--- src/rtl/maze_path_player_pkg.sv ---
// maze_pkg: shared move and player-state types for the maze path
// recorder/player (maze_path_player, maze_path_stack).
package maze_pkg;

    typedef enum logic [1:0] {
        UP    = 2'd0,
        RIGHT = 2'd1,
        DOWN  = 2'd2,
        LEFT  = 2'd3
    } move_t;

    typedef enum logic [2:0] {
        IDLE   = 3'd0,
        RECORD = 3'd1,
        STORED = 3'd2,
        PLAY   = 3'd3,
        ERR    = 3'd4
    } player_state_t;

    function automatic int min1_clog2(input int v);
        return (v > 1) ? $clog2(v) : 1;
    endfunction

endpackage

--- src/rtl/maze_path_player_if.sv ---
// Solver/player bundle for maze_path_player.
// Adds the hold input when MAZE_PLAYER_HOLD_EN is defined.
interface maze_path_player_if #(
    parameter int DEPTH = 256
);
    import maze_pkg::*;

    localparam int LW = $clog2(DEPTH + 1);

    logic          Start;
    logic          rec_valid;
    move_t         rec_move;
    logic          rec_pop;
    logic          Done;
    logic          Fail;
    logic          Run;
`ifdef MAZE_PLAYER_HOLD_EN
    logic          hold;
`endif
    logic          play_valid;
    move_t         play_move;
    logic          play_last;
    logic          ready;
    logic          busy;
    logic          overflow;
    logic [LW-1:0] len;

`ifdef MAZE_PLAYER_HOLD_EN
    modport master (
        output Start, rec_valid, rec_move, rec_pop, Done, Fail, Run, hold,
        input  play_valid, play_move, play_last, ready, busy, overflow, len
    );
    modport slave (
        input  Start, rec_valid, rec_move, rec_pop, Done, Fail, Run, hold,
        output play_valid, play_move, play_last, ready, busy, overflow, len
    );
`else
    modport master (
        output Start, rec_valid, rec_move, rec_pop, Done, Fail, Run,
        input  play_valid, play_move, play_last, ready, busy, overflow, len
    );
    modport slave (
        input  Start, rec_valid, rec_move, rec_pop, Done, Fail, Run,
        output play_valid, play_move, play_last, ready, busy, overflow, len
    );
`endif

endinterface

--- src/rtl/maze_path_stack.sv ---
// Path stack: push/pop/replace-top storage with a one-cycle read port.
// No control state beyond the length register.
module maze_path_stack
    import maze_pkg::*;
#(
    parameter int DEPTH = 256
) (
    input  logic                         clk,
    input  logic                         rst,
    input  logic                         i_clr,
    input  logic                         i_push,
    input  logic                         i_pop,
    input  logic                         i_repl,
    input  move_t                        i_wdata,
    input  logic [min1_clog2(DEPTH)-1:0] i_raddr,
    output move_t                        o_rdata,
    output logic [$clog2(DEPTH+1)-1:0]   o_len
);

    localparam int LW = $clog2(DEPTH + 1);
    localparam int AW = min1_clog2(DEPTH);
    localparam logic [LW-1:0] ONE = LW'(1);

    move_t         r_mem [DEPTH];
    move_t         r_rdata;
    logic [LW-1:0] r_len;
    logic [LW-1:0] w_widx;
    logic [AW-1:0] w_waddr;
    logic          w_we;

    // Replace targets the current top, push the slot above it.
    always_comb begin
        w_we    = i_push | i_repl;
        w_widx  = i_repl ? (r_len - ONE) : r_len;
        w_waddr = w_widx[AW-1:0];
    end

    always_ff @(posedge clk) begin
        if (w_we) r_mem[w_waddr] <= i_wdata;
    end

    always_ff @(posedge clk or negedge rst) begin
        if (!rst) begin
            r_rdata <= UP;
            r_len   <= '0;
        end else begin
            r_rdata <= r_mem[i_raddr];
            if (i_clr)       r_len <= '0;
            else if (i_push) r_len <= r_len + ONE;
            else if (i_pop)  r_len <= r_len - ONE;
        end
    end

    assign o_rdata = r_rdata;
    assign o_len   = r_len;

endmodule

--- src/rtl/maze_path_player.sv ---
// Maze path recorder and paced replay sequencer.
// Optional replay pause input under MAZE_PLAYER_HOLD_EN.
module maze_path_player
    import maze_pkg::*;
#(
    parameter int DEPTH       = 256,
    parameter int STEP_CYCLES = 4
) (
    input logic               clk,
    input logic               rst,
    maze_path_player_if.slave bus
);

    localparam int LW = $clog2(DEPTH + 1);
    localparam int AW = min1_clog2(DEPTH);
    localparam int CW = min1_clog2(STEP_CYCLES);

    localparam logic [LW-1:0] ONE      = LW'(1);
    localparam logic [LW-1:0] FULL     = LW'(DEPTH);
    localparam logic [CW-1:0] CNT_LOAD = CW'(STEP_CYCLES - 1);
    localparam logic [CW-1:0] CNT_ONE  = CW'(1);

    localparam logic [2:0] S_IDLE   = 3'(IDLE);
    localparam logic [2:0] S_RECORD = 3'(RECORD);
    localparam logic [2:0] S_STORED = 3'(STORED);
    localparam logic [2:0] S_PLAY   = 3'(PLAY);
    localparam logic [2:0] S_ERR    = 3'(ERR);

    logic [2:0]    r_state;
    logic [LW-1:0] r_idx;
    logic [CW-1:0] r_cnt;
    logic          r_play_valid;
    move_t         r_play_move;
    logic          r_play_last;
    logic          r_overflow;

    logic          w_hold;
    logic [LW-1:0] w_len;
    move_t         w_rdata;
    logic          w_st_rec, w_st_sto, w_st_play;
    logic          w_rec, w_want_push, w_full;
    logic          w_push, w_pop, w_repl, w_ovf;
    logic          w_play, w_fin, w_emit, w_last;
    logic [LW-1:0] w_idx_nx, w_rd_idx;
    logic [AW-1:0] w_raddr;

`ifdef MAZE_PLAYER_HOLD_EN
    assign w_hold = bus.hold;
`else
    assign w_hold = 1'b0;
`endif

    always_comb begin
        w_st_rec    = (r_state == S_RECORD);
        w_st_sto    = (r_state == S_STORED);
        w_st_play   = (r_state == S_PLAY);
        w_rec       = w_st_rec & ~bus.Start;
        w_full      = (w_len == FULL);
        // Push+pop on an empty stack degrades to a plain push.
        w_want_push = bus.rec_valid & (~bus.rec_pop | (w_len == '0));
        w_ovf       = w_rec & w_want_push & w_full;
        w_push      = w_rec & w_want_push & ~w_full;
        w_repl      = w_rec & bus.rec_valid & bus.rec_pop & (w_len != '0);
        w_pop       = w_rec & ~bus.rec_valid & bus.rec_pop & (w_len != '0);
        w_play      = w_st_play & ~bus.Start;
        w_fin       = w_play & (r_idx == w_len);
        w_emit      = w_play & ~w_fin & ~w_hold & (r_cnt == '0);
        w_idx_nx    = r_idx + ONE;
        w_last      = w_emit & (w_idx_nx == w_len);
        // Prefetch the next entry during an emit so rdata is ready in time.
        w_rd_idx    = w_emit ? w_idx_nx : r_idx;
        w_raddr     = (w_rd_idx < FULL) ? w_rd_idx[AW-1:0] : '0;
    end

    maze_path_stack #(
        .DEPTH (DEPTH)
    ) u_stack (
        .clk     (clk),
        .rst     (rst),
        .i_clr   (bus.Start),
        .i_push  (w_push),
        .i_pop   (w_pop),
        .i_repl  (w_repl),
        .i_wdata (bus.rec_move),
        .i_raddr (w_raddr),
        .o_rdata (w_rdata),
        .o_len   (w_len)
    );

    always_ff @(posedge clk or negedge rst) begin
        if (!rst) begin
            r_state      <= S_IDLE;
            r_idx        <= '0;
            r_cnt        <= '0;
            r_play_valid <= 1'b0;
            r_play_move  <= UP;
            r_play_last  <= 1'b0;
            r_overflow   <= 1'b0;
        end else begin
            r_play_valid <= w_emit;
            r_play_last  <= w_last;
            if (w_emit) r_play_move <= w_rdata;
            if (bus.Start) begin
                r_state    <= S_RECORD;
                r_overflow <= 1'b0;
                r_idx      <= '0;
                r_cnt      <= '0;
            end else begin
                unique case (1'b1)
                    w_st_rec: begin
                        if (w_ovf) begin
                            r_overflow <= 1'b1;
                            r_state    <= S_ERR;
                        end else if (bus.Fail) begin
                            r_state <= S_ERR;
                        end else if (bus.Done) begin
                            r_state <= S_STORED;
                        end
                    end
                    w_st_sto: begin
                        if (bus.Run && (w_len != '0)) begin
                            r_state <= S_PLAY;
                            r_idx   <= '0;
                            r_cnt   <= '0;
                        end
                    end
                    w_st_play: begin
                        if (w_fin) begin
                            r_state <= S_STORED;
                            r_idx   <= '0;
                        end else if (w_emit) begin
                            r_idx <= w_idx_nx;
                            r_cnt <= CNT_LOAD;
                        end else if (!w_hold && (r_cnt != '0)) begin
                            r_cnt <= r_cnt - CNT_ONE;
                        end
                    end
                    default: ;
                endcase
            end
        end
    end

    assign bus.play_valid = r_play_valid;
    assign bus.play_move  = r_play_move;
    assign bus.play_last  = r_play_last;
    assign bus.ready      = w_st_sto;
    assign bus.busy       = w_st_rec | w_st_play;
    assign bus.overflow   = r_overflow;
    assign bus.len        = w_len;

endmodule
--- src/flat_wrapper.sv ---
// flat-port wrapper written by rule: the top's interface ports become plain ports
module maze_path_player_flat import maze_pkg::*;
#(
    parameter int DEPTH       = 256,
    parameter int STEP_CYCLES = 4
)
  (clk, rst, bus_Start, bus_rec_valid, bus_rec_move, bus_rec_pop, bus_Done, bus_Fail, bus_Run, bus_play_valid, bus_play_move, bus_play_last, bus_ready, bus_busy, bus_overflow, bus_len);
  maze_path_player_if #(.DEPTH(DEPTH)) bus_i ();
  input logic clk;
  input logic rst;
  input wire logic [$bits(bus_i.Start)-1:0] bus_Start;
  input wire logic [$bits(bus_i.rec_valid)-1:0] bus_rec_valid;
  input wire logic [$bits(bus_i.rec_move)-1:0] bus_rec_move;
  input wire logic [$bits(bus_i.rec_pop)-1:0] bus_rec_pop;
  input wire logic [$bits(bus_i.Done)-1:0] bus_Done;
  input wire logic [$bits(bus_i.Fail)-1:0] bus_Fail;
  input wire logic [$bits(bus_i.Run)-1:0] bus_Run;
  output wire logic [$bits(bus_i.play_valid)-1:0] bus_play_valid;
  output wire logic [$bits(bus_i.play_move)-1:0] bus_play_move;
  output wire logic [$bits(bus_i.play_last)-1:0] bus_play_last;
  output wire logic [$bits(bus_i.ready)-1:0] bus_ready;
  output wire logic [$bits(bus_i.busy)-1:0] bus_busy;
  output wire logic [$bits(bus_i.overflow)-1:0] bus_overflow;
  output wire logic [$bits(bus_i.len)-1:0] bus_len;
  assign bus_i.Start = bus_Start;
  assign bus_i.rec_valid = bus_rec_valid;
  assign bus_i.rec_move = bus_rec_move;
  assign bus_i.rec_pop = bus_rec_pop;
  assign bus_i.Done = bus_Done;
  assign bus_i.Fail = bus_Fail;
  assign bus_i.Run = bus_Run;
  assign bus_play_valid = bus_i.play_valid;
  assign bus_play_move = bus_i.play_move;
  assign bus_play_last = bus_i.play_last;
  assign bus_ready = bus_i.ready;
  assign bus_busy = bus_i.busy;
  assign bus_overflow = bus_i.overflow;
  assign bus_len = bus_i.len;
  maze_path_player #(.DEPTH(DEPTH), .STEP_CYCLES(STEP_CYCLES)) u_core (.clk(clk), .rst(rst), .bus(bus_i));
endmodule
--- config.mk ---
export PLATFORM = sky130hd
export DESIGN_NAME = maze_path_player_flat
export DESIGN_NICKNAME = d
export VERILOG_FILES = /design/src/rtl/maze_path_player_pkg.sv /design/src/rtl/maze_path_player_if.sv /design/src/rtl/maze_path_stack.sv /design/src/rtl/maze_path_player.sv /design/src/flat_wrapper.sv
export SDC_FILE = /design/constraint.sdc
export NUM_CORES = 1
export LEC_CHECK = 0
export ABC_AREA = 1
export CAP_MARGIN = 40
export CORE_ASPECT_RATIO = 0.7
export CORE_MARGIN = 8
export CORE_UTILIZATION = 26
export CTS_BUF_LIST = sky130_fd_sc_hd__clkbuf_4 sky130_fd_sc_hd__clkbuf_8 sky130_fd_sc_hd__clkbuf_16
export CTS_CLUSTER_SIZE = 14
export DETAILED_ROUTE_END_ITERATION = 8
export GPL_TIMING_DRIVEN = 0
export PLACE_DENSITY = 0.51
export SETUP_SLACK_MARGIN = 0.5
export SLEW_MARGIN = 20
export SYNTH_ARGS = -nofsm -noshare
export SYNTH_HDL_FRONTEND = slang
export SYNTH_HIERARCHICAL = 1
export SYNTH_SLANG_ARGS = --single-unit
--- constraint.sdc ---
create_clock -name clk -period 4.41 [get_ports clk]
set_input_delay 1.1025 -clock clk [delete_from_list [all_inputs] [get_ports clk]]
set_output_delay 1.1025 -clock clk [all_outputs]
set_load 0.05 [all_outputs]
==> results.cfg <==
[logic_synthesis]
yosys.area_share.adder_pct = 0.2065
synth_top_family_by_area = simple AND/OR/NAND/NOR gates
syn_area_per_cell_um2 = 10.15
synthArstFlopShare_pct = 5.535
netlist_area_um2 = 24230
ys.flop_type = edfxtp_1
synth_mux_area_share_pct = 0
synth_compound_area_share_pct = 0.9706
synth_nets = 2402
ys_ff_latch = 542
synth-simple-area-share_pct = 27.86
ys.warnings.count = 6
synth_xor_xnor_area_share_pct = 0.7899
seq_area_frac_synth_pct = 66.54
synth-edff-count = 512
synthCells = 2388
yosysUniqueCellTypes = 37

[critical_path]
critPathSlowestCell = clkdlybuf4s50_1
arrival_ns = 4.12
cp_slowest_stage_delay_ns = 0.49
ff2ff_path_depth = 21
r2r_start = u_core/u_stack/o_len[8]
cp_common_cell = nor2_1
crit_chain = clkdlybuf4s50_1, inv_1, nor3_2, buf_2, inv_2, o21ai_2, nand2_1, nor2_1, nand2_2, buf_4, nor2_1
cp-end-kind = flip-flop
rr_endpoint = u_core/u_stack/o_rdata[1]
start_kind = input pin
crit_type = in -> reg
cp_data_required_time_ns = 4.71
critical_path.top_delay_family = simple AND/OR/NAND/NOR gates
r2r_setup_slack_ns = 0.64
cp_max_fo = 10
crit_buf_inv = 5

[floorplan]
die_h_um = 271.4
start_util_pct = 26.30
io_pins = 26
die_area_um2 = 103400
row_count = 93
fp.dieW_um = 380.9
core-area_um2 = 92160

[clocking]
cts_root_buf = clkbuf_16
clkTransAtPathRegs_ns = 0.06
clk_latency_ns = 0.64
cts_buffers = 54
cts_tree = built
clock_sinks = 542
htree_levels = 2
clockBufferDepth = 3

[global_route]
grt_pass1_wl_um = 122300
grt_overflow = 0
grt_use_total_pct = 15.93
grt_max_degree = 125
first_global_vias = 17390
antenna_found_initial = 1

[placement]
port-buffer-count = 25
gp_congestion = 0.8825
dp_hpwl_um = 57630
dpl_cell_area_um2 = 26390
dp.cells = 3671

[status]
status = complete, no violations

[timing]
fin_crit_ns = 3.817
slew_violations = 0
worst_pin_slew_ns = 0.9247
hold_viol = 0
fin_worst_skew_ns = 0.03233
rsz0062_at_grt = true
setup_tns_ns = 0
timing.hold.ws_ns = 0.3451
fmax_mhz = 262.0
setup_viol = 0
finalCritPeriodShare_pct = 86.55
slew-limit-headroom_pct = 38.35

[detailed_routing]
wl_um = 85570
num_vias = 18612
vias_per_cell = 4.937
drtIter0Drc = 2418
ant_nets = 0
drtPass1Iterations = 6
drcViolationCount = 0
wl_per_cell_um = 22.70

[final_layout]
diodes = 0
syn_to_final_growth_pct = 17.66
stdcell_area_um2 = 28510
nNetsFinal = 2507
final_cells = 3770
drive_above_1_share_pct = 12.86

[pwr]
irDropWorstVdd_v = 0.0003234
total_leakage_power_nw = 10.04
powerDensity_nw_per_um2 = 530.0

[job]
cap_violations = 0

[hold_path]
hp-class = in -> async
[timing repair]
item,in CTS,in global routing
endpoints found under the setup margin,372,314
pin swaps,0,1
hold buffers,0,0
resized for setup,106,87
buffers inserted,0,1
[registers in the layout, summed over array words and instances (netlist names)]
signal / count
u_core/r_idx: 9
u_core/bus.play_valid: 1
u_core/u_stack/o_rdata: 2
u_core/bus.play_move: 2
u_core/r_state: 3
u_core/r_cnt: 2
u_core/u_stack/r_mem: 512
u_core/u_stack/o_len: 9
u_core/bus.play_last: 1
u_core/bus.overflow: 1
[per-layer routing]
metal | vias to the layer above | global-route usage (%) | wire length (µm)
li1 | 8419 | - | -
met1 | 9156 | 24.78 | 39970
met2 | 920 | 21.28 | 33510
met3 | 117 | 4.155 | 9904
met4 | 0 | 4.524 | 2183
met5 | - | 0 | 0
[layout by cell type, fill, tap and decap left out, drive strengths merged]
cell type | synthesis | final
nor3b | 1 | 1
clkbuf | 95 | 161
inv | 67 | 68
o21ai | 18 | 18
edfxtp | 512 | 512
bufinv | 0 | 7
clkdlybuf4s50 | 0 | 21
a2bb2oi | 1 | 1
clkinvlp | 0 | 1
nor2 | 313 | 313
xor2 | 11 | 11
o22ai | 6 | 6
or2 | 3 | 3
o21bai | 1 | 1
nand3 | 529 | 529
dfrtp | 30 | 30
a21oi | 10 | 10
buf | 54 | 83
nand4 | 15 | 15
nand2 | 698 | 698
nor4 | 1 | 1
ha | 4 | 4
nor3 | 9 | 9
xnor2 | 10 | 10
clkinv | 0 | 22
[synth_stat cells (2+ instances only)]
cell type / n / area (µm²)
edfxtp_1: 512 / 15370
ha_1: 4 / 50.05
nand2_2: 11 / 68.82
buf_4: 2 / 15.01
nand3_1: 519 / 2597
nor3_2: 2 / 20.02
a21oi_1: 10 / 50.05
o22ai_1: 6 / 37.54
o21ai_0: 11 / 55.05
buf_2: 32 / 160.2
inv_1: 59 / 221.5
buf_6: 3 / 33.78
nor2_1: 302 / 1134
clkbuf_1: 95 / 356.6
nand3_2: 10 / 100.1
o21ai_2: 5 / 43.79
inv_2: 8 / 30.03
nor2_2: 10 / 62.56
xor2_1: 11 / 96.34
buf_1: 17 / 63.81
nand2_1: 687 / 2579
nand4_1: 14 / 87.58
dfrtp_1: 30 / 750.7
xnor2_1: 9 / 78.83
o21ai_4: 2 / 32.53
nor3_1: 6 / 30.03
[worst max path at each step]
stage / cells after the start / from / slack [ns] / end
after floorplan: 11 / bus_Start / 0.75 / u_core/u_stack/r_mem[132][0]
after detailed placement: 18 / bus_Start / -1.12 / u_core/u_stack/o_rdata[1]
after CTS: 13 / bus_Start / 0.43 / u_core/u_stack/r_mem[136][1]
after global routing: 22 / u_core/r_state[2] / 0.49 / u_core/u_stack/o_rdata[1]
after global placement: 1 / bus_rec_move[1] / -5.62 / u_core/u_stack/r_mem[106][1]
final: 11 / bus_rec_valid / 0.59 / u_core/u_stack/r_mem[123][1]
[final cells by class]
cell class              count  area, µm²
clock inverters            31      359.1
fillers                  9559      63640
plain buffers             149      835.8
inverters                  67      251.5
repair buffers             49      614.3
clock buffers              67       1479
multi-input cells        1630       7293
flip-flops and latches    542      16140
well taps                1235       1545
[through the flow]
step / util (%) / total power, mW / setup WS [ns]
after CTS: 30.81 / 15.04 / 0.4310
after global routing: 30.94 / 15.67 / 0.4852
after detailed placement: 28.64 / 10.16 / -1.120
after global placement: 28.24 / 10.11 / -5.619
final: 30.94 / 15.11 / 0.5932
after floorplan: - / 8.350 / 0.7495
[kinds of logic (layout without fill, tap and decap cells)]
group / Yosys count / after routing
adders and majority gates: 4 / 4
xor gates and xnor gates: 21 / 21
AOI/OAI and AO/OA: 36 / 36
buffers and inverters: 216 / 363
DFF: 542 / 542
and+or+nand+nor: 1569 / 1569
[power by group]
| part | leakage, nW | switching [mW] | internal (mW) |
|---|---|---|---|
| sequential | 4.99 | 0.140 | 5.71 |
| combinational | 4.14 | 3.23 | 1.18 |
| clock | 0.913 | 2.06 | 2.79 |
| total | 10.0 | 5.43 | 9.68 |
No activity file was read; power rests on OpenSTA's default activity.
